**config.mk**
```make
export PLATFORM = sky130hd
export DESIGN_NAME = audio_peak_meter
export DESIGN_NICKNAME = d
export VERILOG_FILES = /design/src/rtl/audio_peak_meter.sv
export SDC_FILE = /design/constraint.sdc
export NUM_CORES = 1
export LEC_CHECK = 0
export CAP_MARGIN = 40
export CORE_MARGIN = 10
export CORE_UTILIZATION = 62
export CTS_CLUSTER_DIAMETER = 60
export DETAILED_ROUTE_END_ITERATION = 7
export GPL_ROUTABILITY_DRIVEN = 0
export PLACE_DENSITY_LB_ADDON = 0.2
export SLEW_MARGIN = 25
export SYNTH_ARGS = -nofsm -noshare
export SYNTH_HDL_FRONTEND = slang
export SYNTH_SLANG_ARGS = --single-unit
```
**constraint.sdc**
```tcl
create_clock -name clk -period 16.13 [get_ports clk]
set_input_delay 1.613 -clock clk [delete_from_list [all_inputs] [get_ports clk]]
set_output_delay 1.613 -clock clk [all_outputs]
set_load 0.005 [all_outputs]
```
**src/rtl/audio_peak_meter.sv**
```systemverilog
// Audio peak meter: per-window peak magnitude with peak-hold and halving decay,
// producing an 8-bit level word for the LED bar-graph stage.
module audio_peak_meter #(
    parameter int unsigned SAMPLE_W       = 16,
    parameter int unsigned WINDOW_SAMPLES = 1024,
    parameter int unsigned HOLD_WINDOWS   = 4
) (
    input  logic                       clk,
    input  logic                       reset,
    input  logic                       enable,
    input  logic signed [SAMPLE_W-1:0] sample_in,
    input  logic                       sample_valid,
    output logic [7:0]                 level_out,
    output logic                       level_valid
);

    localparam int unsigned MAG_W  = SAMPLE_W - 1;
    localparam int unsigned CNT_W  = (WINDOW_SAMPLES > 1) ? $clog2(WINDOW_SAMPLES) : 1;
    localparam int unsigned HOLD_W = (HOLD_WINDOWS > 0) ? $clog2(HOLD_WINDOWS + 1) : 1;

    localparam logic [CNT_W-1:0]  CNT_LAST  = CNT_W'(WINDOW_SAMPLES - 1);
    localparam logic [HOLD_W-1:0] HOLD_INIT = HOLD_W'(HOLD_WINDOWS);

    logic [MAG_W-1:0]  peak;
    logic [CNT_W-1:0]  count;
    logic [HOLD_W-1:0] hold;

    logic [MAG_W-1:0]  peak_n;
    logic [CNT_W-1:0]  count_n;
    logic [HOLD_W-1:0] hold_n;
    logic [7:0]        level_n;
    logic              valid_n;

    logic [MAG_W-1:0]  mag_c;
    logic [MAG_W-1:0]  merged_c;
    logic [7:0]        win_c;
    logic [7:0]        decay_c;
    logic              accept_c;
    logic              close_c;

    // Magnitude of the incoming sample; the most negative code saturates to all-ones.
    always_comb begin
        mag_c = sample_in[MAG_W-1:0];
        if (sample_in[SAMPLE_W-1]) begin
            if (sample_in[MAG_W-1:0] == '0) begin
                mag_c = '1;
            end else begin
                mag_c = ~sample_in[MAG_W-1:0] + MAG_W'(1);
            end
        end
    end

    // Window peak including the current sample, its level byte and the decayed level.
    always_comb begin
        merged_c = (mag_c > peak) ? mag_c : peak;
        win_c    = merged_c[MAG_W-1 -: 8];
        decay_c  = (win_c > (level_out >> 1)) ? win_c : (level_out >> 1);
        accept_c = sample_valid & enable;
        close_c  = accept_c & (count == CNT_LAST);
    end

    // Next-state: window accumulation and hold/decay display update at window close.
    always_comb begin
        peak_n  = peak;
        count_n = count;
        hold_n  = hold;
        level_n = level_out;
        valid_n = 1'b0;
        if (accept_c) begin
            if (close_c) begin
                count_n = '0;
                peak_n  = '0;
                valid_n = 1'b1;
                if (win_c >= level_out) begin
                    level_n = win_c;
                    hold_n  = HOLD_INIT;
                end else if (hold != '0) begin
                    hold_n = hold - HOLD_W'(1);
                end else begin
                    level_n = decay_c;
                end
            end else begin
                count_n = count + CNT_W'(1);
                peak_n  = merged_c;
            end
        end
    end

    // State and output registers with synchronous reset.
    always_ff @(posedge clk) begin
        if (reset) begin
            peak        <= '0;
            count       <= '0;
            hold        <= '0;
            level_out   <= '0;
            level_valid <= 1'b0;
        end else begin
            peak        <= peak_n;
            count       <= count_n;
            hold        <= hold_n;
            level_out   <= level_n;
            level_valid <= valid_n;
        end
    end

endmodule
```
**Word-level counts from Yosys, hierarchy flattened**

Index checks and enable logic that the tools add are counted.

- Add/sub/neg operators: 3
- $lt $le $gt $ge: 3
- Eq/ne operators: 2
- Multiplexer cells: 11
- Bitwise operators: 4
- Reductions and logical operators: 8

Operator list:

| kind | count |
|---|---|
| 15-bit 2-to-1 mux | 4 |
| 8-bit 2-to-1 mux | 3 |
| 15-bit by 1-bit adder with 15-bit output (second input constant) | 1 |
| 15-bit > comparator | 1 |
| 15-bit logical NOT | 1 |
| 15-bit NOT | 1 |
| 10-bit by 1-bit adder with 10-bit output (second input constant) | 1 |
| 10-bit equality test (second input constant) | 1 |
| 10-bit 2-to-1 mux | 1 |
| 8-bit >= comparator | 1 |
| 8-bit by 7-bit > comparator with 1-bit output | 1 |
| 3-bit 2-to-1 mux | 2 |
| 3-bit AND reduction | 2 |
| 2-bit nonzero test | 2 |
| 3-bit nonzero test | 1 |
| 3-bit by 1-bit subtractor with 3-bit output (second input constant) | 1 |
| 1-bit AND | 2 |
| 2-bit inequality test (second input constant) | 1 |
| 2-bit AND reduction | 1 |
| 2-bit OR reduction | 1 |
| 1-bit 2-to-1 mux | 1 |
| 1-bit NOT | 1 |

- Register bits after elaboration: 37
- Bits of input ports: 20
- Logic and storage cells: 37

**Longest topological paths before layout**

Gate-level depths: netlist (run 1).

- Word-level depth: 10
- Gate-level depth with buffers: 25

**Least setup slack after synthesis (run 1)**

OpenSTA, ideal clock, no wires.

- Path type: input to register
- Start point: input sample_in[1]
- End point: register level_out[0]
- Library setup time: 0.091 ns
- Data arrival time: 6.886 ns
- Slack: 9.153 ns
- Cell stages on the path: 23
- Cells stage by stage: inv_1 ha_1 or4b_1 nor3_1 nand4b_1 clkbuf_1 nand2_1 ha_1 a211oi_1 nor2_1 o31ai_1 a21oi_1 clkbuf_1 a31oi_1 ha_1 a21o_1 a21o_1 a211oi_1 nand2_1 o21ba_2 o21ai_2 or3_1 a311oi_1

- Word-level cells in the longest chain between the ends: 10
- Elaborated cells on any way between the ends: 14
- Those cells by class: add/sub: 1; order compare: 3; eq/ne: 1; mux: 6; bitwise: 1; reduce/logical: 2

Ends and longest elaborated chain:

| what | line | source |
|---|---|---|
| from (decl) | 11 | `input logic signed [SAMPLE_W-1:0] sample_in,` |
| 15-bit NOT | 48 | `mag_c = ~sample_in[MAG_W-1:0] + MAG_W'(1);` |
| 15-bit by 1-bit adder with 15-bit output | 48 |  |
| 15-bit 2-to-1 mux | 45 | `if (sample_in[MAG_W-1:0] == '0) begin` |
| 15-bit 2-to-1 mux * | 44 | `if (sample_in[SAMPLE_W-1]) begin` |
| 15-bit > comparator | 55 | `merged_c = (mag_c > peak) ? mag_c : peak;` |
| 15-bit 2-to-1 mux * | 55 |  |
| 8-bit by 7-bit > comparator with 1-bit output | 57 | `decay_c = (win_c > (level_out >> 1)) ? win_c : (level_out >> 1);` |
| 8-bit 2-to-1 mux | 57 |  |
| 8-bit 2-to-1 mux | 77 | `end else if (hold != '0) begin` |
| 8-bit 2-to-1 mux | 74 | `if (win_c >= level_out) begin` |
| to (signal assigned) | 101 | `level_out <= level_n;` |
| to (decl) | 13 | `output logic [7:0] level_out,` |

Mark *: on every way between the ends. The rest lies on a longest branch, timed or not. The select of a mux whose other input is x is not followed.
A chain may end at the register's enable or synchronous reset.

**Worst setup path after layout (run 1)**

- Start point: input sample_in[0]
- End point: register level_out[0]

Same word-level chain as after synthesis.

==> flow_summary.json, run 1 <==
{
  "net_count_of_the_finished_layout": 436,
  "area_grow_syn2layout_pct": 14.3,
  "reg2reg_slack_ns": 11.55,
  "status": "complete, no violations",
  "power_frac_seq_pct": 38.0,
  "first_pass_iteration_count_of_the_detailed_router": 5,
  "yosys.area.top_type_share_pct": 26.5,
  "postSynthAreaPerCell_um2": 7.78,
  "final_design_area_excluding_fillers_mm2": 0.00319,
  "layout_worst_path_cycle_share_pct": 49.8,
  "n_fill_cell": 344,
  "io_buffer_count": 28,
  "worstPathMaxFanout": 17,
  "grtUsageTotal_pct": 17.3,
  "core_mm2": 0.00435,
  "share_comb_of_total_power_pct": 37.2,
  "grt_first_pass_wirelength_mm": 11.2,
  "worst_slew_margin_rel_pct": 51.4,
  "first_global_vias": 2547,
  "clock_network_fraction_of_design_power_pct": 24.8,
  "synthMostInstantiatedCell": "nor2_1",
  "die_h_um": 87.1,
  "clock_tree_from_tritoncts": "done",
  "destination_of_the_worst_register_to_register_timing_path": "level_out[0]$_SDFFE_PP0P_",
  "num_antenna_cells": 0,
  "warnings_synthesis": 0,
  "cts.sink_count": 37,
  "post_route_cells_drive_above_1_share_pct": 4.94,
  "worstPathArrival_ns": 8.23,
  "layout.core_utilization_pct": 73.3,
  "setup_total_negative_slack_ns": 0,
  "die-area_mm2": 0.00759,
  "worstSetupStartpointType": "input pin",
  "postCtsSetupRepairBufs": 0,
  "start_util_pct": 64.1,
  "htree_levels": 2,
  "clock_latency_on_the_worst_skew_pair_ns": 0.29,
  "crit_type": "in2reg",
  "mappedNetlistArea_mm2": 0.00279,
  "skew_ns": 0.00705,
  "required_ns": 16.34,
  "worst_setup_path_end_kind": "flip-flop",
  "internal_power_w": 0.000163,
  "timing.rr.start": "peak[14]$_SDFFE_PP0P_",
  "min_period_ns": 8.03,
  "maxClockFrequency_mhz": 125,
  "synth-seq-area-share_pct": 26.5,
  "crit_end": "level_out[0]$_SDFFE_PP0P_",
  "num_io_pins": 29,
  "power.switching_w": 0.0000907,
  "worst_setup_hold_path_clk_slew_ns": 0.08,
  "cts_buffer_depth": 2,
  "least_margin_pin_slew_ns": 0.725,
  "synth_top_cells_by_area": "dfxtp_1, ha_1, nor2_1, nand2_1, xor2_1",
  "post-route-drc-count": 0,
  "rsz_0062_raised_after_global_routing": "no",
  "mappedNetlistNets": 411,
  "synth_area_leader_cell": "dfxtp_1",
  "finalSetupViolCount": 0,
  "ys_ff_latch": 37,
  "via_count": 2643,
  "number_of_enable_type_register_cells_in_the_synthesized_netlist": 0,
  "ir_worst_vdd_v": 0.0000595,
  "timing_max_transition_violations_final": 0,
  "antenna_found_initial": 0,
  "number_of_hold_violations_in_the_final_report": 0,
  "synth_top_flop_cell": "dfxtp_1",
  "root_buffer": "clkbuf_8",
  "detail-route-antenna-nets": 0,
  "initialDrtViolationCount": 100,
  "p_per_area_mw_per_mm2": 79.5,
  "report.power.total_w": 0.000254,
  "r2r.worst_path.cells": 17,
  "drv.max_cap_violation_count": 0,
  "switching_share_pct": 35.7,
  "fraction_of_synthesis_flops_using_an_asynchronous_set_or_reset_pin_pct": 0,
  "wire_length_after_detailed_routing_mm": 6.49,
  "count_of_different_cell_masters_after_synthesis": 55,
  "floorplan.rows": 24,
  "synthCells": 359,
  "static-leakage-power_nw": 1.26,
  "holdBufCountCts": 0,
  "vias_per_cell": 6.05,
  "post_cts.resized_instances": 0,
  "globalRouteOverflowTotal": 0,
  "floorplan.die.width_um": 87.1,
  "hpwl_mm": 5.17,
  "worstHoldPathType": "reg2reg",
  "cp-startpoint": "sample_in[0]",
  "netlist_top_cells_count": "nor2_1, nand2_1, dfxtp_1, ha_1, inv_1",
  "grt_max_degree": 18,
  "cts_inserted_buffers": 5,
  "standard_cell_area_after_detailed_placement_mm2": 0.00311,
  "wl_per_cell_um": 14.8
}
-- critical path, stage by stage --
cell             delay [ns]
clkdlybuf4s50_1        0.47
inv_1                  0.08
ha_1                   0.17
or4b_1                 0.52
nor3_1                 0.37
nand4b_1               0.65
o211ai_1               0.39
ha_1                   0.30
nand3b_1               0.10
a21oi_1                0.07
o31ai_1                0.49
a21oi_2                0.28
a31oi_1                0.38
ha_1                   0.31
a21o_1                 0.18
a21o_1                 0.19
a211oi_1               0.52
nand2_1                0.15
o21ba_2                0.28
o21ai_2                0.11
or3_1                  0.36
a311oi_1               0.25
-- flip-flops by register name, summed over array words and instances (netlist names) --
| signal | flops |
|---|---|
| peak | 15 |
| count | 10 |
| level_out | 8 |
| hold | 3 |
| level_valid | 1 |
-- final cells by class --
| cell class | instances | area (µm²) | share of cell area (%) |
|---|---|---|---|
| inverters | 31 | 116 | 3.65 |
| clock buffers | 6 | 72.6 | 2.27 |
| well taps | 52 | 65.1 | 2.04 |
| multi-input cells | 280 | 1890 | 59.3 |
| flip-flops and latches | 37 | 741 | 23.2 |
| clock inverters | 2 | 10.0 | 0.314 |
| repair buffers | 29 | 295 | 9.25 |
-- power groups by stage --
| stage | Clock, W | Combinational [W] | Sequential [W] |
|---|---|---|---|
| 4_1_cts | 0.0000638 | 0.0000937 | 0.0000963 |
| 3_5_place_dp | 0 | 0.0000928 | 0.0000984 |
| 6_report | 0.0000630 | 0.0000945 | 0.0000964 |
| 5_1_grt | 0.0000685 | 0.000107 | 0.0000967 |
| 2_1_floorplan | 0 | 0.0000696 | 0.0000980 |
| 3_3_place_gp | 0 | 0.0000892 | 0.0000984 |
-- layout by cell type (no fill, tap or decap), drive strengths merged, types with 3 or more instances in the layout --
| cell type | count |
|---|---|
| o21ai | 17 |
| clkdlybuf4s50 | 28 |
| ha | 32 |
| o41ai | 3 |
| clkbuf | 6 |
| a22oi | 9 |
| a21oi | 19 |
| nand4 | 7 |
| a31oi | 13 |
| a211oi | 13 |
| nor2 | 48 |
| dfxtp | 37 |
| xor2 | 14 |
| nand3 | 4 |
| nand2b | 3 |
| inv | 31 |
| and3 | 3 |
| nand2 | 41 |
| xnor2 | 4 |
| or3 | 4 |
| a221oi | 6 |
| a21o | 5 |
-- cell families (layout without fill, tap and decap cells) --
group | after synthesis | in the layout | share of synthesized area, %
and+or+nand+nor | 127 | 127 | 21.4
AOI/OAI and AO/OA | 101 | 101 | 25.5
buffers and inverters | 42 | 68 | 5.83
DFF | 37 | 37 | 26.5
adders and majority gates | 32 | 32 | 14.3
xor gates and xnor gates | 18 | 18 | 5.65
muxes | 2 | 2 | 0.762
-- worst min-delay path by stage --
stage	from	end	depth (start not counted)
2_1_floorplan	hold[0]$_SDFFE_PP0P_	hold[0]$_SDFFE_PP0P_	1
3_3_place_gp	hold[0]$_SDFFE_PP0P_	hold[0]$_SDFFE_PP0P_	1
3_5_place_dp	hold[0]$_SDFFE_PP0P_	hold[0]$_SDFFE_PP0P_	1
4_1_cts	hold[0]$_SDFFE_PP0P_	hold[0]$_SDFFE_PP0P_	1
5_1_grt	count[1]$_SDFFE_PP0P_	count[1]$_SDFFE_PP0P_	2
6_report	hold[0]$_SDFFE_PP0P_	hold[0]$_SDFFE_PP0P_	1
-- through the flow --
stage / hold slack (ns) / setup WS (ns) / cells
floorplan: 0.438 / 9.15 / 359
global placement: 0.453 / 8.15 / 428
detailed placement: 0.463 / 7.76 / 429
CTS: 0.470 / 8.05 / 437
global route: 0.491 / 7.57 / 437
finish: 0.470 / 8.10 / 437
-- per-layer routing --
layer	vias to the layer above	share of wire, %	global-route usage, %
li1	1344	-	-
met3	5	3.9	4.03
met5	-	0	0
met1	1248	46	21.8
met2	46	49	29.4
met4	0	0.77	3.48
Power figures use the tool's default switching activity.
==> inputs of run 2 (changes only) <==
--- a/config.mk
+++ b/config.mk
@@ -7,7 +7,7 @@
 export LEC_CHECK = 0
 export CAP_MARGIN = 40
 export CORE_MARGIN = 10
-export CORE_UTILIZATION = 62
+export CORE_UTILIZATION = 57
 export CTS_CLUSTER_DIAMETER = 60
 export DETAILED_ROUTE_END_ITERATION = 7
 export GPL_ROUTABILITY_DRIVEN = 0
==> constraint.sdc (replaced) <==
create_clock -name clk -period 8.3 [get_ports clk]
set_input_delay 0.83 -clock clk [delete_from_list [all_inputs] [get_ports clk]]
set_output_delay 0.83 -clock clk [all_outputs]
set_load 0.005 [all_outputs]
==> run 2 against run 1 <==
  * Non-clock buffer count rose by 1
  * Sequential power rose by 94%
  * Die area rose by 6.7%
  * Critical path depth rose by 1
  * Final area rose by 0.71%
  * Largest power group unchanged
==> flow_summary.json, run 2 (same netlist as run 1, synthesis figures left out) <==
{
  "crit_type": "in2reg",
  "critical_path_s_slowest_cell": "nand4b_1",
  "n_fill_cell": 408,
  "clock_latency_on_the_worst_skew_pair_ns": 0.29,
  "htree_levels": 2,
  "ff_latch_area_um2": 741,
  "layout_commonest_cell": "nor2_1",
  "status": "complete, no violations",
  "post-route-drc-count": 0,
  "floorplan.rows": 25,
  "skew_ns": 0.00650,
  "ir_worst_vdd_v": 0.000100,
  "cp-startpoint": "sample_in[0]",
  "maxClockFrequency_mhz": 137,
  "num_io_pins": 29,
  "timing.rr.start": "peak[4]$_SDFFE_PP0P_",
  "net_count_of_the_finished_layout": 437,
  "critPathMaxStageDelay_ns": 0.64,
  "clock_tree_from_tritoncts": "done",
  "leading_cell_types_in_the_layout_fill_and_taps_excluded": "nor2_1, nand2_1, dfxtp_1",
  "initialDrtViolationCount": 129,
  "grtUsageTotal_pct": 15.5,
  "standard_cell_area_after_detailed_placement_mm2": 0.00312,
  "finalSetupViolCount": 0,
  "reg_top3": "peak (15), count (10), level_out (8)",
  "min_delay_path_depth": 2,
  "largest_reg_flops": 15,
  "worstHoldPathType": "reg2reg",
  "static-leakage-power_nw": 1.26,
  "crit_path_cell_trace": "clkdlybuf4s50_1 > inv_1 > ha_1 > or4b_1 > nor3_1 > nand4b_1 > nand2_1 > ha_1 > a211oi_1 > nor2_1 > o31ai_1 > a21oi_1 > clkbuf_4 > a31oi_1 > ha_1 > a21o_1 > a21o_1 > a211oi_1 > nand2_1 > o21ba_2 > o21ai_2 > or3_1 > a311oi_1",
  "worst_setup_hold_path_clk_slew_ns": 0.07,
  "wire_length_after_detailed_routing_mm": 6.43,
  "worst_setup_path_end_kind": "flip-flop",
  "hpwl_mm": 5.21,
  "first_global_vias": 2436,
  "core_mm2": 0.00472,
  "cts_buffer_depth": 2,
  "cts.sink_count": 37,
  "r2r.worst_path.cells": 17,
  "holdBufCountCts": 0,
  "final_design_area_excluding_fillers_mm2": 0.00321,
  "antenna_found_initial": 0,
  "min_period_ns": 7.31,
  "num_antenna_cells": 0,
  "p_per_area_mw_per_mm2": 154,
  "critical_path.n_buffers_inverters": 3,
  "start_util_pct": 59.1,
  "worstSetupStartpointType": "input pin",
  "timing_max_transition_violations_final": 0,
  "met3WireLength_um": 228,
  "destination_of_the_worst_register_to_register_timing_path": "level_out[0]$_SDFFE_PP0P_",
  "cp_common_cell": "ha_1",
  "globalRouteOverflowTotal": 0,
  "layout_worst_path_cycle_share_pct": 88.1,
  "drv.max_cap_violation_count": 0,
  "postCtsSetupRepairBufs": 0,
  "root_buffer": "clkbuf_8",
  "number_of_hold_violations_in_the_final_report": 0,
  "reg2reg_slack_ns": 3.70,
  "worstPathArrival_ns": 7.52,
  "post_cts.resized_instances": 0,
  "required_ns": 8.51,
  "routed-wl-met2_mm": 3.12,
  "rsz_0062_raised_after_global_routing": "no",
  "die_h_um": 90.0,
  "cts_inserted_buffers": 5,
  "area_grow_syn2layout_pct": 15.2,
  "detail-route-antenna-nets": 0,
  "routed.top_layer": "met4",
  "via_count": 2595,
  "floorplan.die.width_um": 90.0,
  "wl_per_cell_um": 14.2,
  "io_buffer_count": 28,
  "grt_first_pass_wirelength_mm": 11.1,
  "die-area_mm2": 0.00810,
  "worst_slew_margin_rel_pct": 53.2,
  "regMostFlops": "peak",
  "timing.hold.worst_endpoint": "peak[3]$_SDFFE_PP0P_",
  "m1WireLength_mm": 3.04,
  "grt_max_degree": 18,
  "hold_start": "peak[3]$_SDFFE_PP0P_",
  "vias_per_cell": 5.73,
  "crit_family": "compound AO/OA/AOI/OAI gates",
  "post_route_cells_drive_above_1_share_pct": 4.92,
  "first_pass_iteration_count_of_the_detailed_router": 5,
  "multiInputGateArea_mm2": 0.00189,
  "least_margin_pin_slew_ns": 0.699,
  "worstPathMaxFanout": 17,
  "setup_total_negative_slack_ns": 0
}
run 2: power breakdown:
| part | internal, W | switching, W | total [W] |
|---|---|---|---|
| Clock | 0.0000582 | 0.0000649 | 0.000123 |
| Combinational | 0.0000756 | 0.000109 | 0.000185 |
| Sequential | 0.000184 | 0.00000340 | 0.000187 |
| Total | 0.000318 | 0.000177 | 0.000495 |
run 2: per-layer routing:
layer	GRT usage, %	vias up
met5	0	-
met4	2.92	0
met3	3.91	4
met2	25.8	35
met1	19.8	1207
li1	-	1349
run 2: worst max-delay path by stage:
stage,end,slack [ns],cells after the start
after floorplan,level_out[0]$_SDFFE_PP0P_,2.11,23
after global placement,level_out[0]$_SDFFE_PP0P_,1.09,22
after detailed placement,level_out[0]$_SDFFE_PP0P_,0.71,22
after CTS,level_out[0]$_SDFFE_PP0P_,1.0,22
after global routing,level_out[6]$_SDFFE_PP0P_,0.38,22
final,level_out[0]$_SDFFE_PP0P_,0.99,23
run 2: worst register-to-register path, cell delays in order (launching register included):
cell	delay (ns)
dfxtp_1	0.31
inv_1	0.05
ha_1	0.30
a211oi_1	0.27
nor2_1	0.08
o31ai_1	0.43
a21oi_1	0.22
clkbuf_4	0.23
a31oi_1	0.38
ha_1	0.33
a21o_1	0.18
a21o_1	0.18
a211oi_1	0.44
nand2_1	0.13
o21ba_2	0.28
o21ai_2	0.10
or3_1	0.35
a311oi_1	0.25
run 2: per-stage QoR:
step | util, % | hold slack, ns | power (W) | setup WS [ns] | cells
6_report | 68.1 | 0.470 | 0.000495 | 0.990 | 453
5_1_grt | 68.1 | 0.500 | 0.000526 | 0.383 | 453
4_1_cts | 67.9 | 0.472 | 0.000495 | 0.997 | 452
3_5_place_dp | 66.1 | 0.457 | 0.000372 | 0.714 | 444
3_3_place_gp | 65.8 | 0.453 | 0.000365 | 1.09 | 443
2_1_floorplan | - | 0.438 | 0.000326 | 2.11 | 359
run 2: layout make-up:
class	count	share of cell area, %
tap	67	2.61
timing repair buffer	30	9.42
multi-input combinational	280	58.7
sequential	37	23.0
inverter	31	3.62
clock inverter	2	0.311
clock buffer	6	2.26
==> inputs of run 3 (changes only) <==
--- a/config.mk
+++ b/config.mk
@@ -11,6 +11,7 @@
 export CTS_CLUSTER_DIAMETER = 60
 export DETAILED_ROUTE_END_ITERATION = 7
 export GPL_ROUTABILITY_DRIVEN = 0
+export MAX_ROUTING_LAYER = met4
 export PLACE_DENSITY_LB_ADDON = 0.2
 export SLEW_MARGIN = 25
 export SYNTH_ARGS = -nofsm -noshare
==> run 3 against run 2 <==
  * Via count decreased by 0.54%
  * Register-to-register slack got worse by 0.04 ns
  * Flip-flop and latch count is the same
  * Total power shrank 0.10%
  * Worst setup slack lost 0.060 ns
  * Count of clock-buffer cells in the layout is the same
  * Highest routed layer unchanged
==> flow_summary.json, run 3 (same netlist as run 1, synthesis figures left out) <==
{
  "status": "complete, no violations",
  "num_io_pins": 29,
  "worst_setup_hold_path_clk_slew_ns": 0.07,
  "worstPathArrival_ns": 7.58,
  "area_grow_syn2layout_pct": 15.2,
  "die-area_mm2": 0.00810,
  "hpwl_mm": 5.21,
  "detail-route-antenna-nets": 0,
  "worst_slew_margin_rel_pct": 53.3,
  "crit_path_cell_trace": "clkdlybuf4s50_1 > inv_1 > ha_1 > or4b_1 > nor3_1 > nand4b_1 > nand2_1 > ha_1 > a211oi_1 > nor2_1 > o31ai_1 > a21oi_1 > clkbuf_4 > a31oi_1 > ha_1 > a21o_1 > a21o_1 > a211oi_1 > nand2_1 > o21ba_2 > o21ai_2 > or3_1 > a311oi_1",
  "crit_type": "in2reg",
  "worstHoldPathType": "reg2reg",
  "critPathMaxStageDelay_ns": 0.64,
  "layout_worst_path_cycle_share_pct": 88.8,
  "reg2reg_slack_ns": 3.66,
  "multiInputGateArea_mm2": 0.00189,
  "finalSetupViolCount": 0,
  "ir_worst_vdd_v": 0.0000999,
  "root_buffer": "clkbuf_8",
  "timing.rr.start": "peak[4]$_SDFFE_PP0P_",
  "grt_first_pass_wirelength_mm": 11.1,
  "cp_common_cell": "ha_1",
  "timing.hold.worst_endpoint": "peak[3]$_SDFFE_PP0P_",
  "initialDrtViolationCount": 129,
  "cts.sink_count": 37,
  "antenna_found_initial": 0,
  "min_delay_path_depth": 2,
  "hold_start": "peak[3]$_SDFFE_PP0P_",
  "least_margin_pin_slew_ns": 0.697,
  "start_util_pct": 59.1,
  "wire_length_after_detailed_routing_mm": 6.41,
  "htree_levels": 2,
  "num_antenna_cells": 0,
  "worstSetupStartpointType": "input pin",
  "rsz_0062_raised_after_global_routing": "no",
  "critical_path_s_slowest_cell": "nand4b_1",
  "drv.max_cap_violation_count": 0,
  "leading_cell_types_in_the_layout_fill_and_taps_excluded": "nor2_1, nand2_1, dfxtp_1",
  "vias_per_cell": 5.70,
  "hold_slack_ns": 0.470,
  "clock_latency_on_the_worst_skew_pair_ns": 0.29,
  "number_of_hold_violations_in_the_final_report": 0,
  "timing_max_transition_violations_final": 0,
  "first_global_vias": 2436,
  "cts_inserted_buffers": 5,
  "clock_tree_from_tritoncts": "done",
  "globalRouteOverflowTotal": 0,
  "regMostFlops": "peak",
  "layout_commonest_cell": "nor2_1",
  "post_route_cells_drive_above_1_share_pct": 4.92,
  "p_per_area_mw_per_mm2": 154,
  "floorplan.rows": 25,
  "net_count_of_the_finished_layout": 437,
  "first_pass_iteration_count_of_the_detailed_router": 5,
  "io_buffer_count": 28,
  "post-route-drc-count": 0,
  "largest_reg_flops": 15,
  "worstPathMaxFanout": 17,
  "postCtsSetupRepairBufs": 0,
  "skew_ns": 0.00631,
  "cts_buffer_depth": 2,
  "wl_per_cell_um": 14.1,
  "grt_max_degree": 18,
  "floorplan.die.width_um": 90.0,
  "static-leakage-power_nw": 1.26,
  "maxClockFrequency_mhz": 136,
  "holdBufCountCts": 0,
  "r2r.worst_path.cells": 17,
  "n_fill_cell": 408,
  "worst_setup_path_end_kind": "flip-flop",
  "layout.core_utilization_pct": 68.1,
  "via_count": 2581,
  "ff_latch_area_um2": 741,
  "min_period_ns": 7.37,
  "core_mm2": 0.00472,
  "grtUsageTotal_pct": 15.9,
  "reg_top3": "peak (15), count (10), level_out (8)",
  "required_ns": 8.50,
  "destination_of_the_worst_register_to_register_timing_path": "level_out[0]$_SDFFE_PP0P_",
  "setup_total_negative_slack_ns": 0,
  "post_cts.resized_instances": 0,
  "die_h_um": 90.0
}
-- run 3: cell counts in the layout (fill, tap and decap cells not counted) --
No cell type changed its count.
-- run 3: report_power, final --
group | internal [W] | switching, W
clock | 0.0000582 | 0.0000645
combinational | 0.0000755 | 0.000109
sequential | 0.000184 | 0.00000339
-- run 3: cell type report --
cell class | count | share of cell area [%]
Clock buffer | 6 | 2.26
Clock inverter | 2 | 0.311
Inverter | 31 | 3.62
Multi-Input combinational cell | 280 | 58.7
Sequential cell | 37 | 23.0
Tap cell | 67 | 2.61
Timing Repair Buffer | 30 | 9.42
-- run 3: worst max-delay path by stage --
stage,start,end
after CTS,sample_in[0],level_out[0]$_SDFFE_PP0P_
after detailed placement,sample_in[0],level_out[0]$_SDFFE_PP0P_
after global placement,sample_in[0],level_out[0]$_SDFFE_PP0P_
final,sample_in[0],level_out[0]$_SDFFE_PP0P_
after global routing,sample_in[1],level_out[6]$_SDFFE_PP0P_
after floorplan,sample_in[1],level_out[0]$_SDFFE_PP0P_
-- run 3: metrics by stage --
stage	instance area, µm²	cells	power (W)	setup slack, ns
after floorplan	2790	359	0.000326	2.11
after global placement	3110	443	0.000365	1.09
after detailed placement	3120	444	0.000372	0.714
after CTS	3210	452	0.000495	0.997
after global routing	3210	453	0.000526	0.383
final	3210	453	0.000495	0.929
-- run 3: routing by layer --
layer	wire length (µm)	vias up	global-route usage, %
met4	18	0	2.92
met2	3140	39	25.8
met3	206	3	3.74
li1	-	1348	-
met1	3040	1191	19.9
met5	0	-	-
-- run 3: worst max-delay path: cells and delay by family --
kind,cells,cell delay (ns)
simple gates,7,2.43
compound gates,10,2.76
fa+ha+maj,3,0.77
buf+inv,3,0.78
